==> src/rtl/shreg_pkg.sv <==
// rtl/shreg_pkg.sv - shared mode encodings and burst FSM states for shift_reg_univ
package shreg_pkg;

    localparam logic [2:0] MODE_HOLD = 3'b000;
    localparam logic [2:0] MODE_LOAD = 3'b001;
    localparam logic [2:0] MODE_SHL  = 3'b010;
    localparam logic [2:0] MODE_SHR  = 3'b011;
    localparam logic [2:0] MODE_ROTL = 3'b100;
    localparam logic [2:0] MODE_ROTR = 3'b101;
    localparam logic [2:0] MODE_ASR  = 3'b110;
    localparam logic [2:0] MODE_CLR  = 3'b111;

    typedef enum logic {
        ST_IDLE = 1'b0,
        ST_BUSY = 1'b1
    } state_t;

    // Only the shift-class modes can be repeated as a burst.
    function automatic logic is_shift_mode(input logic [2:0] m);
        return (m >= MODE_SHL) && (m <= MODE_ASR);
    endfunction

endpackage

==> src/rtl/shreg_burst_ctrl.sv <==
// rtl/shreg_burst_ctrl.sv - burst FSM and shift counter steering the shift register datapath
module shreg_burst_ctrl
    import shreg_pkg::*;
#(
    parameter int WIDTH = 8,
    parameter int CW    = $clog2(WIDTH + 1)
) (
    input  logic          clk,
    input  logic          rst,
    input  logic          en,
    input  logic          start,
    input  logic [2:0]    mode,
    input  logic [CW-1:0] count,
    output logic          busy,
    output logic          done,
    output logic          op_en,
    output logic [2:0]    op_mode
);

    state_t        state;
    logic [CW-1:0] rem;
    logic [2:0]    lat_mode;
    logic [CW-1:0] count_sat;
    logic          burst_req;

    always_comb begin
        count_sat = count;
        if (count > CW'(WIDTH)) begin
            count_sat = CW'(WIDTH);
        end
    end

    assign burst_req = start && is_shift_mode(mode);
    assign busy      = (state == ST_BUSY);

    // A burst request consumes its start cycle without touching q.
    assign op_en   = en && (busy || !burst_req);
    assign op_mode = busy ? lat_mode : mode;

    always_ff @(posedge clk or negedge rst) begin
        if (!rst) begin
            state    <= ST_IDLE;
            rem      <= '0;
            lat_mode <= MODE_HOLD;
            done     <= 1'b0;
        end else begin
            done <= 1'b0;
            if (en) begin
                case (state)
                    ST_IDLE: begin
                        if (burst_req) begin
                            if (count_sat == '0) begin
                                done <= 1'b1;
                            end else begin
                                state    <= ST_BUSY;
                                rem      <= count_sat;
                                lat_mode <= mode;
                            end
                        end
                    end
                    ST_BUSY: begin
                        if (rem <= CW'(1)) begin
                            state <= ST_IDLE;
                            rem   <= '0;
                            done  <= 1'b1;
                        end else begin
                            rem <= rem - CW'(1);
                        end
                    end
                    default: state <= ST_IDLE;
                endcase
            end
        end
    end

endmodule

==> src/rtl/shift_reg_univ.sv <==
// rtl/shift_reg_univ.sv - universal shift register with load/shift/rotate modes and counted bursts
module shift_reg_univ
    import shreg_pkg::*;
#(
    parameter int               WIDTH   = 8,
    parameter logic [WIDTH-1:0] RST_VAL = '0,
    localparam int              CW      = $clog2(WIDTH + 1)
) (
    input  logic             clk,
    input  logic             rst,
    input  logic             en,
    input  logic [2:0]       mode,
    input  logic [WIDTH-1:0] d,
    input  logic             sin_l,
    input  logic             sin_r,
    input  logic             start,
    input  logic [CW-1:0]    count,
    output logic [WIDTH-1:0] q,
    output logic             sout_l,
    output logic             sout_r,
    output logic             busy,
    output logic             done
);

    logic             op_en;
    logic [2:0]       op_mode;
    logic [WIDTH-1:0] q_nxt;

    shreg_burst_ctrl #(
        .WIDTH (WIDTH),
        .CW    (CW)
    ) u_ctrl (
        .clk     (clk),
        .rst     (rst),
        .en      (en),
        .start   (start),
        .mode    (mode),
        .count   (count),
        .busy    (busy),
        .done    (done),
        .op_en   (op_en),
        .op_mode (op_mode)
    );

    always_comb begin
        q_nxt = q;
        case (op_mode)
            MODE_HOLD: q_nxt = q;
            MODE_LOAD: q_nxt = d;
            MODE_SHL:  q_nxt = {q[WIDTH-2:0], sin_l};
            MODE_SHR:  q_nxt = {sin_r, q[WIDTH-1:1]};
            MODE_ROTL: q_nxt = {q[WIDTH-2:0], q[WIDTH-1]};
            MODE_ROTR: q_nxt = {q[0], q[WIDTH-1:1]};
            MODE_ASR:  q_nxt = {q[WIDTH-1], q[WIDTH-1:1]};
            MODE_CLR:  q_nxt = '0;
            default:   q_nxt = q;
        endcase
    end

    always_ff @(posedge clk or negedge rst) begin
        if (!rst) begin
            q <= RST_VAL;
        end else if (op_en) begin
            q <= q_nxt;
        end
    end

    assign sout_l = q[WIDTH-1];
    assign sout_r = q[0];

endmodule

==> config.mk <==
export PLATFORM = sky130hd
export DESIGN_NAME = shift_reg_univ
export DESIGN_NICKNAME = d
export VERILOG_FILES = /design/src/rtl/shreg_pkg.sv /design/src/rtl/shreg_burst_ctrl.sv /design/src/rtl/shift_reg_univ.sv
export SDC_FILE = /design/constraint.sdc
export NUM_CORES = 1
export LEC_CHECK = 0
export ABC_AREA = 1
export CORE_ASPECT_RATIO = 0.7
export CORE_UTILIZATION = 40
export CTS_CLUSTER_DIAMETER = 60
export DETAILED_ROUTE_END_ITERATION = 10
export PLACE_DENSITY_LB_ADDON = 0.12
export SLEW_MARGIN = 20
export SYNTH_ARGS = -nofsm -noshare
export SYNTH_HDL_FRONTEND = slang
export SYNTH_HIERARCHICAL = 1
export SYNTH_SLANG_ARGS = --single-unit
==> constraint.sdc <==
create_clock -name clk -period 2.4 [get_ports clk]
set_clock_uncertainty 0.05 [all_clocks]
set_input_delay 0.36 -clock clk [delete_from_list [all_inputs] [get_ports clk]]
set_output_delay 0.36 -clock clk [all_outputs]
set_load 0.03 [all_outputs]
==> results of run 1 <==
## metal layers
metal  global-route usage (%)  vias up  wire, um
met3                     5.24        2       170
li1                         -      647         -
met4                     2.50        0        14
met2                     27.3       26      1180
met5                        0        -         0
met1                     26.2      544      1440
## area by class of cell
type	count	share of cell area (%)
Timing Repair Buffer	35	21.4
Inverter	17	4.14
Sequential cell	17	26.6
Clock buffer	4	2.81
Tap cell	36	2.81
Multi-Input combinational cell	145	42.2
## worst paths after layout
kind                                       to  slack [ns]  depth (start not counted)
max                                      busy        0.45                          1
min                             u_ctrl/rem[0]        0.38                          2
max reg2reg                              q[2]        0.65                         10
min reg2reg                u_ctrl/lat_mode[0]        0.44                          2
max in group asynchronous                q[0]        1.73                          2
min in group clk           u_ctrl/lat_mode[0]        0.44                          2
## cells in the final DEF, fill, tap and decap left out, types with 2 or more instances in the layout
cell type / n
inv_1: 13
clkdlybuf4s50_1: 32
nand3_2: 3
nand4_1: 3
nand2_1: 68
nand2_2: 6
inv_2: 3
buf_4: 3
o21ai_0: 6
o21ai_1: 4
clkbuf_8: 3
nand3_1: 20
ha_1: 2
dfrtp_1: 17
nor2_1: 26
## state kept, by name, summed over array words and instances, names as in the netlist
name	flops
u_ctrl/rem	4
q	8
u_ctrl/done	1
u_ctrl/busy	1
u_ctrl/lat_mode	3
## power breakdown
group          internal (uW)  switching [uW]
clock                    118             101
sequential               399             124
combinational            361             528
## cell families after synthesis
logic type	Yosys count	share of synthesized area [%]
buffers and inverters	22	9.18
flip-flops	17	35.1
AO/OA/AOI/OAI	13	6.09
AND/OR/NAND/NOR	129	46.9
XOR/XNOR	1	0.723
adder cells (fa/ha/maj)	2	2.06
## metrics by stage
stage                     cell area [sq um]  power (uW)  worst slack, ns  util (%)  hold slack [ns]
final                                  1600        1630            0.447      56.3            0.377
after detailed placement               1560        1420            0.399      54.7            0.424
after global placement                 1560        1400            0.411      54.7            0.411
after global routing                   1600        1780            0.380      56.3            0.394
after CTS                              1600        1650            0.448      56.3            0.385
after floorplan                        1210        1130            0.461         -           0.0144
==> results by group, run 1 <==
Yosys
  • Yosys reg bits: 17
  • Yosys top cell by area: dfrtp_1
  • Synth unique cells: 22
  • Ys async rst share: 100%
  • Cells after synthesis: 184
  • Post-synth top cells: nand2_1, nor2_1, nand3_1
  • Predominant post-synthesis flop cell: dfrtp_1
  • Count leader, synth: nand2_1
  • Synth warn: 6
  • Seq/Total Area, Yosys: 35.1%
  • Mapped cell area: 1210 sq um
  • EDFF count, synth: 0
  • Avg Cell Area, Syn: 6.59 sq um
  • Area fraction of the dominant cell type after synthesis: between 30% and 40%
  • Dominant cells by area after synthesis: dfrtp_1, nand2_1, nand3_1, nor2_1, inv_1
  • Net count after synthesis: between 200 and 250

Die
  • # rows: 16
  • Total die area: approximately 3300 sq um
  • Initial Utilization: between 40% and 50%
  • # IOs: 33
  • Core area: 2840 sq um
  • Height of the die: about 48 um
  • Die width: 67.8 um

Worst setup path
  • Worst-path cell chain: clkdlybuf4s50_1
  • Critical path fanouts, max: 11
  • Crit path max-delay family: buffers and inverters
  • Endpoint type of the worst setup path: output port
  • Worst setup path startpoint: u_ctrl/busy
  • CP bufs+invs: 1
  • Kind of critical path: flip-flop to output port
  • CP Launch Type: flip-flop
  • Slowest CP cell: clkdlybuf4s50_1
  • Critical Path AT: 1.54 ns
  • CP Data Required Time: 1.99 ns
  • Reg2reg start: u_ctrl/busy
  • Slowest stage delay, CP: between 0.7 and 0.8 ns

Routing
  • Vias per inst: 4.80
  • DRC errors left: 0
  • Final WL: 2810 um
  • Starting DRC count in detailed routing: 53
  • DR vias: roughly 1200
  • Per-cell routed wire length: 11.1 um
  • Antenna Nets Post-Route: 0
  • First drt pass iteration count: 4

Clock network
  • CTS Hold Buffers Added: 0
  • Clock Tree Buf Depth: 2
  • Latest clock arrival within the worst-skew pair: 0.25 ns
  • TritonCTS clock tree: done
  • Post-CTS Setup Bufs: 0
  • Clock transition at the registers of the reported paths: around 0.070 ns
  • Num CTS Buffers: 3
  • Htree depth: 1
  • Root buffer cell: clkbuf_8
  • Post-CTS Resized: 0
  • Total clock sinks: 17

GRT
  • Largest net degree at the start of global routing: 18
  • First-pass GRT wire length: 4320 um
  • Gr usage total: 18.1%
  • Congestion Overflow GR: 0
  • Antenna violations before repair: 0
  • Number of global-route vias before repair: 947

Power and ir drop
  • Pwr/cell area: 1020 nW/um^2
  • Cell leakage power: 0.000807 uW
  • VDD IR max: 0.555 mV

Job
  • Maximum Capacitance Violations: 0

Final layout
  • FF+latch area: ~430 sq um
  • Share of cells above drive strength 1: 10.6%
  • Final-stage net count: 242
  • Number of antenna diodes: 0
  • Fill cells: 278
  • Footprint of the multi-input gates: 676 sq um
  • Area Growth Syn to Fin: 32.0%
  • Fin cells: 254

STA
  • Least-Margin Pin Slew: 0.406 ns
  • Final Max Tran Viols: 0
  • Setup_tns: 0 ns
  • Fin crit period: 1.95 ns
  • Fin crit share: approximately four fifths
  • Final setup viols: 0
  • Hold Fails Final Rpt: 0
  • Fmax: 512 MHz
  • RSZ-0062 raised after global routing: false
  • Slew HR: 72.7%

Run status
  • Outcome: completed

Place
  • GPL Wtd Cong: 0.831
  • HPWL Detailed: 2140 um
  • PortBufs: 32
  • DP Cell Count: 250

Worst hold path
  • Hold WC Path Type: input pin to async pin
Power figures use the tool's default switching activity.
==> inputs of run 2 (changes only) <==
==> constraint.sdc (replaced) <==
create_clock -name clk -period 1.8 [get_ports clk]
set_clock_uncertainty 0.05 [all_clocks]
set_input_delay 0.27 -clock clk [delete_from_list [all_inputs] [get_ports clk]]
set_output_delay 0.27 -clock clk [all_outputs]
set_load 0.03 [all_outputs]
==> run 2 against run 1 <==
Net effect:
- count of clock-buffer cells in the layout did not move
- sequential share of layout area is 0.51 points lower
- routed wire length is 4.1% higher
- register-to-register slack worse by 0.44 ns
- cell area grew 2.3%
- combinational power increased by 36%
- final cell count increased by 1.6%
- largest cell class unchanged
==> results by group, run 2 (synthesis gave the netlist of run 1 again) <==
STA
  • Fin crit period: 1.72 ns
  • Fmax: approximately 580 MHz
  • Final Max Tran Viols: 0 (unchanged)
  • Least-Margin Pin Slew: 0.315 ns (was 0.406 ns)
  • Fin crit share: a little over nine tenths
  • RSZ-0062 raised after global routing: false (unchanged)
  • Final setup viols: 0 (unchanged)
  • Worst hold slack: 0.295 ns (was 0.377 ns)
  • Hold Fails Final Rpt: 0 (unchanged)
  • Slew HR: 79.0% (was 72.7%)

Final layout
  • Commonest non-fill, non-tap cell in the layout: nand2_1 (unchanged)
  • Biggest register: q (unchanged)
  • Final instance area: 1640 sq um (was 1600 sq um)
  • Largest register FFs: 8 (unchanged)
  • Largest regs: q x8, u_ctrl/rem x4, u_ctrl/lat_mode x3 (unchanged)
  • Fin cells: 258 (was 254)
  • Footprint of the multi-input gates: 679 sq um (was 676 sq um)
  • Area Growth Syn to Fin: 35.0% (was 32.0%)
  • Fill cells: 263 (was 278)
  • Number of antenna diodes: 0 (unchanged)
  • Most frequent cells in the layout: nand2_1, clkdlybuf4s50_1, nor2_1, nand3_1, dfrtp_1 (unchanged)
  • Final-stage net count: 246 (was 242)
  • FF+latch area: 427 sq um (was 425 sq um)
  • Share of cells above drive strength 1: 13.1% (was 10.6%)

Routing
  • Per-cell routed wire length: 11.3 um (was 11.1 um)
  • Antenna Nets Post-Route: 0 (unchanged)
  • Vias per inst: 4.90 (was 4.80)
  • Wl on met1: 1410 um (was 1440 um)
  • Starting DRC count in detailed routing: 72 (was 53)
  • Met2 WL: 1330 um (was 1180 um)
  • Final WL: 2920 um (was 2810 um)
  • First drt pass iteration count: 4 (unchanged)
  • Routed met3 length: 161 um (was 170 um)
  • Highest Signal Layer: met4 (unchanged)
  • DRC errors left: 0 (unchanged)
  • DR vias: 1264 (was 1219)

Worst setup path
  • Reg2reg start: u_ctrl/busy (unchanged)
  • Critical Path AT: 1.40 ns (was 1.54 ns)
  • Endpoint type of the worst setup path: output port (unchanged)
  • CP Data Required Time: 1.48 ns (was 1.99 ns)
  • CP bufs+invs: 1 (unchanged)
  • CP Launch Type: flip-flop (unchanged)
  • Critical path fanouts, max: 5 (was 11)
  • Slowest CP cell: clkdlybuf4s50_1 (unchanged)
  • Kind of critical path: flip-flop to output port (unchanged)
  • Worst-path cell chain: clkdlybuf4s50_1 (unchanged)
  • R2R cell count: 10 (unchanged)
  • Reg2Reg Capture Point: q[6] (was q[2])
  • Slowest stage delay, CP: 0.70 ns (was 0.74 ns)
  • Reg2reg setup slack: 0.21 ns (was 0.65 ns)
  • Crit path max-delay family: buffers and inverters (unchanged)

GRT
  • Largest net degree at the start of global routing: 18 (unchanged)
  • Number of global-route vias before repair: 1069 (was 947)
  • Congestion Overflow GR: 0 (unchanged)
  • Gr usage total: 20.0% (was 18.1%)
  • Antenna violations before repair: 0 (unchanged)
  • First-pass GRT wire length: 4730 um (was 4320 um)

Clock network
  • Latest clock arrival within the worst-skew pair: 0.25 ns (about the same)
  • Htree depth: 1 (unchanged)
  • Num CTS Buffers: 3 (unchanged)
  • CTS Hold Buffers Added: 0 (unchanged)
  • TritonCTS clock tree: done (unchanged)
  • Clock Tree Buf Depth: 2 (unchanged)
  • Clock transition at the registers of the reported paths: 0.07 ns (about the same)
  • Total clock sinks: 17 (unchanged)
  • Root buffer cell: clkbuf_8 (unchanged)

Power and ir drop
  • Pwr/cell area: 1350 nW/um^2 (was 1020 nW/um^2)
  • Cell leakage power: 0.000842 uW (was 0.000807 uW)
  • VDD IR max: 0.607 mV (was 0.555 mV)
  • Pwr Total: 2200 uW (was 1630 uW)

Die
  • # rows: 16 (unchanged)
  • Height of the die: 48.1 um (unchanged)
  • Core area: 2840 sq um (unchanged)
  • Die width: 67.8 um (unchanged)
  • # IOs: 33 (unchanged)
  • Initial Utilization: 42.6% (unchanged)
  • Total die area: 3260 sq um (unchanged)

Place
  • PortBufs: 32 (unchanged)
  • HPWL Detailed: 2260 um (was 2140 um)
  • DP Cell Count: 254 (was 250)
  • Post-DP Area: 1590 sq um (was 1560 sq um)
  • GPL Wtd Cong: 0.856 (was 0.831)

Run status
  • Outcome: completed (unchanged)

Job
  • Maximum Capacitance Violations: 0 (unchanged)

Worst hold path
  • Hold WC Path Type: input pin to async pin (unchanged)
-- run 2: area by class of cell --
class	instances	share of cell area, %
clock buffers	4	2.75
inverters	17	4.05
multi-input cells	145	41.5
flip-flops and latches	17	26.1
well taps	36	2.75
repair buffers	39	22.9
-- run 2: how the worst max path moves through the flow --
stage / from / endpoint / slack (ns) / cells after the start
2_1_floorplan: u_ctrl/busy / q[7] / 0.05 / 8
5_1_grt: q[0] / q[0] / 0.007 / 1
4_1_cts: q[0] / sout_r / 0.06 / 1
3_5_place_dp: mode[2] / q[6] / -0.13 / 10
6_report: q[0] / q[0] / 0.08 / 1
3_3_place_gp: mode[2] / q[6] / -0.06 / 10
-- run 2: power breakdown --
part           total [uW]  switching [uW]  internal [uW]
Sequential            703             169            534
Combinational        1210             716            497
Clock                 288             131            157
Total                2200            1020           1190
-- run 2: metrics by stage --
stage / setup TNS, ns / util (%) / worst slack, ns
2_1_floorplan: 0 / - / 0.0453
6_report: 0 / 57.6 / 0.0806
3_3_place_gp: -0.287 / 55.8 / -0.0608
5_1_grt: 0 / 57.6 / 0.00671
4_1_cts: 0 / 57.3 / 0.0636
3_5_place_dp: -0.863 / 55.8 / -0.129
-- run 2: what timing repair did --
action                                  4_1_cts  5_1_grt
gates resized for setup                       1        3
setup buffers                                 0        0
hold endpoints to repair                      0        0
endpoints found under the setup margin        1        8
pin swaps                                     0        0
-- run 2: routing by layer --
metal	global-route usage (%)	up-vias
li1	-	654
met1	27.5	577
met2	30.5	30
met3	6.43	3
met4	5.00	0
met5	0	-
